[config.mk]
export PLATFORM = sky130hd
export DESIGN_NAME = mem_access_unit
export DESIGN_NICKNAME = d
export VERILOG_FILES = /design/src/rtl/mem_access_unit.sv
export SDC_FILE = /design/constraint.sdc
export NUM_CORES = 1
export LEC_CHECK = 0
export ABC_AREA = 1
export BUFFER_PORTS_ARGS = -buffer_cell sky130_fd_sc_hd__buf_2
export CAP_MARGIN = 20
export CORE_UTILIZATION = 40
export DETAILED_ROUTE_END_ITERATION = 16
export PLACE_DENSITY = 0.73
export SLEW_MARGIN = 25
export SYNTH_ARGS = -nofsm -noshare
export SYNTH_HDL_FRONTEND = slang
export SYNTH_SLANG_ARGS = --single-unit
[constraint.sdc]
create_clock -name clk -period 2.35 [get_ports clk]
set_input_delay 0.47 -clock clk [delete_from_list [all_inputs] [get_ports clk]]
set_output_delay 0.47 -clock clk [all_outputs]
set_load 0.02 [all_outputs]
[src/rtl/mem_access_unit.sv]
// Load/store sequencer in front of a word-wide, byte-addressed DMEM.
// Word-aligned accesses only; sub-word stores use read-modify-write, and loads are lane-extracted and extended.
module mem_access_unit #(
   parameter int READ_LAT = 1,
   parameter int ADDR_W   = 32
) (
   input  logic              clk,
   input  logic              rst_n,
   input  logic              req_valid,
   output logic              req_ready,
   input  logic              req_write,
   input  logic [1:0]        req_size,
   input  logic              req_unsigned,
   input  logic [ADDR_W-1:0] req_addr,
   input  logic [31:0]       req_wdata,
   output logic              resp_valid,
   output logic [31:0]       resp_rdata,
   output logic              resp_misalign,
   output logic [ADDR_W-1:0] DMEM_address,
   output logic [31:0]       DMEM_data_in,
   output logic              DMEM_mem_write,
   output logic              DMEM_mem_read,
   input  logic [31:0]       DMEM_data_out
);

   typedef enum logic [1:0] {IDLE, RD, WR, RESP} state_t;

   state_t            state, state_nx;
   logic [ADDR_W-1:0] addr_q;
   logic              write_q;
   logic [1:0]        size_q;
   logic              unsigned_q;
   logic [31:0]       wdata_q;
   logic [31:0]       word_q;
   logic              fault_q;
   logic [2:0]        rd_cnt;

   logic              req_fire;
   logic              fault;
   logic              last_rd;
   logic [ADDR_W-1:0] aligned;
   logic [31:0]       merged;
   logic [31:0]       load_data;
   logic [7:0]        byte_lane;
   logic [15:0]       half_lane;

   // Handshake: a request transfers on a clock edge where req_valid and req_ready are both high;
   // req_ready is high only in IDLE and only while rst_n is released.
   assign req_ready = rst_n && (state == IDLE);
   assign req_fire  = req_valid && req_ready;
   assign fault     = (req_size == 2'b11) ||
                      (req_size == 2'b01 && req_addr[0]) ||
                      (req_size == 2'b10 && req_addr[1:0] != 2'b00);
   assign last_rd   = (rd_cnt == 3'(READ_LAT - 1));
   assign aligned   = {addr_q[ADDR_W-1:2], 2'b00};

   always_ff @(posedge clk) begin
      if (!rst_n) begin
         state      <= IDLE;
         addr_q     <= '0;
         write_q    <= 1'b0;
         size_q     <= 2'b00;
         unsigned_q <= 1'b0;
         wdata_q    <= '0;
         word_q     <= '0;
         fault_q    <= 1'b0;
         rd_cnt     <= '0;
      end else begin
         state <= state_nx;
         if (req_fire) begin
            addr_q     <= req_addr;
            write_q    <= req_write;
            size_q     <= req_size;
            unsigned_q <= req_unsigned;
            wdata_q    <= req_wdata;
            fault_q    <= fault;
         end
         // rd_cnt returns to zero on the last read cycle so every RD visit starts from 0.
         if (state == RD) begin
            rd_cnt <= last_rd ? '0 : rd_cnt + 3'd1;
            if (last_rd) word_q <= DMEM_data_out;
         end
      end
   end

   always_comb begin
      state_nx = state;
      unique case (state)
         IDLE: if (req_fire) begin
            if (fault)                                state_nx = RESP;
            else if (req_write && req_size == 2'b10)  state_nx = WR;
            else                                      state_nx = RD;
         end
         RD:   if (last_rd) state_nx = write_q ? WR : RESP;
         WR:   state_nx = RESP;
         RESP: state_nx = IDLE;
         default: state_nx = IDLE;
      endcase
   end

   always_comb begin
      merged = word_q;
      unique case (size_q)
         2'b00:   merged[{addr_q[1:0], 3'b000} +: 8] = wdata_q[7:0];
         2'b01:   merged[{addr_q[1], 4'b0000} +: 16] = wdata_q[15:0];
         default: merged = wdata_q;
      endcase
   end

   assign byte_lane = word_q[{addr_q[1:0], 3'b000} +: 8];
   assign half_lane = word_q[{addr_q[1], 4'b0000} +: 16];

   always_comb begin
      load_data = word_q;
      unique case (size_q)
         2'b00:   load_data = {{24{~unsigned_q & byte_lane[7]}}, byte_lane};
         2'b01:   load_data = {{16{~unsigned_q & half_lane[15]}}, half_lane};
         default: load_data = word_q;
      endcase
   end

   assign DMEM_mem_read  = (state == RD);
   assign DMEM_mem_write = (state == WR);
   assign DMEM_address   = (state == RD || state == WR) ? aligned : '0;
   assign DMEM_data_in   = (state == WR) ? merged : '0;
   assign resp_valid     = (state == RESP);
   assign resp_misalign  = (state == RESP) && fault_q;
   assign resp_rdata     = (state == RESP && !write_q && !fault_q) ? load_data : '0;

endmodule

* After elaboration in Yosys (flattened, before gate mapping)
Index checks and enable logic that the tools add are counted.
** Operators by class
- Add/sub/neg operators :: 3
- Eq/ne operators :: 9
- Shift operators :: 6
- Muxes and demuxes :: 14
- Bitwise operators :: 3
- Reductions and logical operators :: 19
** Operators by type and width (count)
- $pmux W32 S2 :: 2
- $mux W32 :: 3
- $bwmux W32 :: 2
- $shift A16 B7 Y32 const A :: 1
- $shift A8 B7 Y32 const A :: 1
- $shiftx A16 B7 Y32 :: 1
- $shiftx A32 B6 Y16 :: 1
- $shiftx A32 B6 Y8 :: 1
- $shiftx A8 B7 Y32 :: 1
- $neg A5 Y7 :: 2
- $eq A2 B2 Y1 const B :: 4
- $logic_and A1 B1 Y1 :: 8
- $mux W2 :: 4
- $pmux W2 S4 :: 1
- $eq A2 B1 Y1 const B :: 3
- $logic_not A2 Y1 :: 2
- $reduce_and A2 Y1 :: 2
- $add A3 B1 Y3 const B :: 1
- $logic_not A3 Y1 :: 1
- $logic_or A1 B1 Y1 :: 3
- $mux W3 :: 1
- $and A1 B1 Y1 :: 2
- $logic_not A1 Y1 :: 2
- $ne A2 B1 Y1 const B :: 1
- 4 further kinds :: 4
** Storage, ports and cells
- Flip-flop bits (word level) :: 106
- Input bits :: 103
- Output and inout bits :: 101
- Logic and storage cells :: 63

* Longest topological paths before layout
- Depth in word-level cells :: 7
- Gate-level depth with buffers :: 11
- Mapped depth without buffers :: 10

* Worst setup path before layout
Ideal clock, no wire load.
- Kind :: register to output
- From :: register addr_q[1]
- To :: output DMEM_data_in[1]
- Arrival time :: 2.069 ns
- Slack :: -0.189 ns
- Stages on the path, launching flop included :: 12
- Cells stage by stage :: dfxtp_1 -> buf_6 -> inv_4 -> buf_12 -> buf_2 -> ha_1 -> clkbuf_1 -> inv_1 -> nand2_1 -> nor3_1 -> o22ai_1 -> nor2_1
** Between the ends
- Cells in the longest elaborated chain, start to end :: 5
- Elaborated cells between the ends (all ways) :: 10
- Classes of those cells :: 2 x add/sub; 4 x shift; 4 x mux
** RTL lines
- start: declaration :: RTL line 29 : logic [ADDR_W-1:0] addr_q;
- start signal: assignment :: RTL line 71 : addr_q <= req_addr;
- $neg A5 Y7, on equally long branches :: RTL line 105, 104
- $shiftx A16 B7 Y32, or another cell as far along :: RTL line 105 : 2'b01: merged[{addr_q[1], 4'b0000} +: 16] = wdata_q[15:0];
- $bwmux W32, on equally long branches :: RTL line 105, 104
- $pmux W32 S2 (*) :: RTL line 103 : unique case (size_q)
- $mux W32 (*) :: RTL line 125 : assign DMEM_data_in = (state == WR) ? merged : '0;
- end: declaration :: RTL line 20 : output logic [31:0] DMEM_data_in,
Every way passes the cells marked *; elsewhere a longest branch is shown, timed or not.

* Final worst setup path
- From :: register addr_q[1]
- To :: output DMEM_data_in[26]
Same word-level chain as after synthesis.

==> run metrics <==
status=complete, but fails checks; failing checks=negative setup slack; Syn-to-layout area delta=40.1%; Compound-Gate Fraction of Synth Area=0.273; hold wc startpoint=req_addr[29]; Req. time, crit path=1.88 ns; mux cell area share after synthesis=0; commonest non-fill, non-tap cell in the layout=nand2_1; Post-Syn Instances=977; Core Region=0.0153 sq mm; Post-Synth XOR/XNOR Area=0.00140; vias per cell=5.42; # port buffers=201; Worst Skew=0.00818 ns; largest net degree at the start of global routing=107; Detail Route Antenna Nets=0; Iter 0 DRT Violations=764; Die X=127 um; WL final=22.5 mm; htree depth=3; setup TNS=-0.117 ns; WS Path Type=reg -> out; num rows=45; TritonRoute pass-1 iters=5; global-route wire length before repair=33.8 mm; commonest cells after routing, fill and taps aside=nand2_1, buf_2, o21ai_0, inv_1, dfxtp_1; starting density of the core=0.411; Mapped Area=0.00627 sq mm; Hold WC Path Type=in -> reg; Detailed Place HPWL=15.5 mm; post-synthesis adder-cell area fraction=0.0239; PwrDens=1040 mW/mm^2; # Max-Cap Violations=0; clock-pin slew on the worst setup and hold paths=0.08 ns; Remaining DRCs=0; vias in the first global route=6,639; CP max stage cell=dfxtp_4; Slew @ Worst Pin=0.752 ns; gr ovfl total=0; Reg-to-Reg End=word_q[7]; Max FO, Critical Path=8; Clock Tree Buf Depth=2; share of cells above drive strength 1=0.323; Hold Vio Cnt, Final=0; Final WS setup=-0.0354 ns; reg2reg start=state[1]; IO Pins=204; hold_buf cts=0; Bufs and invs on worst path=3; routed len/inst=16.3 um; Reg2Reg Depth=6; CTS Buf Count=9; Worst Hold End=addr_q[29]; CTS tree=done; sequential area share after synthesis=0.338; WP data arrival=1.92 ns; initial antenna violation count=0; Period minus WS final=2.39 ns; number of unique standard cell types used by synthesis=33; Peak VDD IR=0.746 mV; chip height=127 um; Synth Register Bits=106; crit-path cells=inv_6, ha_4, buf_6, o21ai_1, nand3_1, a21oi_2, buf_4; Synth Warn #=0; type of origin of the critical path=flop; main combinational cell family by area after synthesis=compound AO/OA/AOI/OAI gates; Worst path max stage delay=0.40 ns; global-route usage over all layers=0.267; number of inserted diodes=0; nets=1,277; pre-CTS WS=0.108 ns; fin. max-slew vios=0; leakage=4.08 nW; hold path depth=3; clock sink count=106; Synth Area in Simple Gates=0.240; die area=0.0162 sq mm; # setup viols final=7; Max transition margin=0.498; routability cong.=0.947; clk_lat worst skew=0.37 ns; post-synthesis average cell area=6.42 sq um; setup slack, reg-to-reg=0.55 ns; Min Hold Slack=0.285 ns; CP Capture Type=output pin; via count=7,472; period utilization=1.02; unrepaired setup endpoints after global routing=true; delay-heaviest family, CP=flip-flops; clock root cell=clkbuf_16; fmax=419 MHz
[cell usage after synthesis, drive strengths merged]
cell type,instances,share of area
clkbuf,32,0.019
nand4,1,0.0034
dfxtp,106,0.34
inv,115,0.069
o22ai,7,0.0070
nor3,8,0.0064
nand2,213,0.13
nand3b,1,0.0012
o31ai,3,0.0036
a21oi,122,0.097
ha,12,0.024
a22oi,19,0.023
buf,37,0.035
and3,1,0.0010
xor2,1,0.0014
o21ai,178,0.14
or2,1,0.0010
nor2,30,0.022
conb,1,0.00060
nand3,89,0.073
[kinds of logic (layout without fill, tap and decap cells)]
kind of cell,after synthesis,in the layout
and+or+nand+nor,344,344
DFF,106,106
adders and majority gates,12,12
buffers and inverters,184,373
other,1,2
AOI/OAI and AO/OA,329,329
xor gates and xnor gates,1,1
[metrics by stage]
stage	instance area [sq um]	power [mW]	utilization	std cells
after global placement	7720	6.69	0.506	1347
after detailed placement	7720	6.72	0.506	1347
after CTS	8300	8.62	0.544	1370
after global routing	8790	9.63	0.576	1378
after floorplan	6530	5.47	-	978
final	8790	9.11	0.576	1378
[routing by layer]
layer	up-vias	wire length (um)	GRT usage
met5	-	0	0
met2	392	10500	0.426
met4	0	825	0.116
met1	3413	9320	0.352
li1	3615	-	-
met3	52	1860	0.0515
[cell type report]
| cell class | count | area [sq um] |
|---|---|---|
| fill | 1468 | 6470 |
| multi-input combinational | 688 | 3980 |
| sequential | 106 | 2140 |
| timing repair buffer | 239 | 1610 |
| inverter | 115 | 460 |
| tap | 211 | 264 |
| clock buffer | 9 | 225 |
| clock inverter | 7 | 90.1 |
| timing repair inverter | 3 | 22.5 |
[power by group]
part / total, mW / leakage, nW / switching, mW / internal, mW
sequential: 2.78 / 0.874 / 0.472 / 2.31
clock: 1.66 / 0.156 / 0.795 / 0.860
combinational: 4.67 / 3.05 / 3.08 / 1.59
[worst reg2reg max path, delay by kind of cell (launching register included)]
family                     cells  cell delay [ns]
adders and majority gates      1             0.25
AOI/OAI and AO/OA              2             0.47
and+or+nand+nor                1             0.09
buffers and inverters          2             0.56
DFF                            1             0.36
[sequential cells by signal, summed over array words and instances (netlist names)]
name        flops
write_q         1
unsigned_q      1
size_q          2
fault_q         1
rd_cnt          3
state           2
word_q         32
addr_q         32
wdata_q        32
[timing repair]
action	4_1_cts	5_1_grt
pin swaps	20	33
buffers inserted	4	5
cloned	3	3
setup endpoints to repair	64	68
gates resized for setup	74	124
[how the worst max path moves through the flow]
stage	from	end	slack, ns	cells after the start
final	addr_q[1]	DMEM_data_in[26]	-0.04	7
after global routing	addr_q[1]	DMEM_data_in[26]	-0.09	7
after CTS	addr_q[1]	DMEM_data_in[15]	-0.01	7
after detailed placement	addr_q[1]	DMEM_data_in[17]	0.11	9
after global placement	addr_q[0]	DMEM_data_in[8]	0.09	7
after floorplan	addr_q[1]	DMEM_data_in[26]	-0.09	11
(Power assumes the default switching activity.)
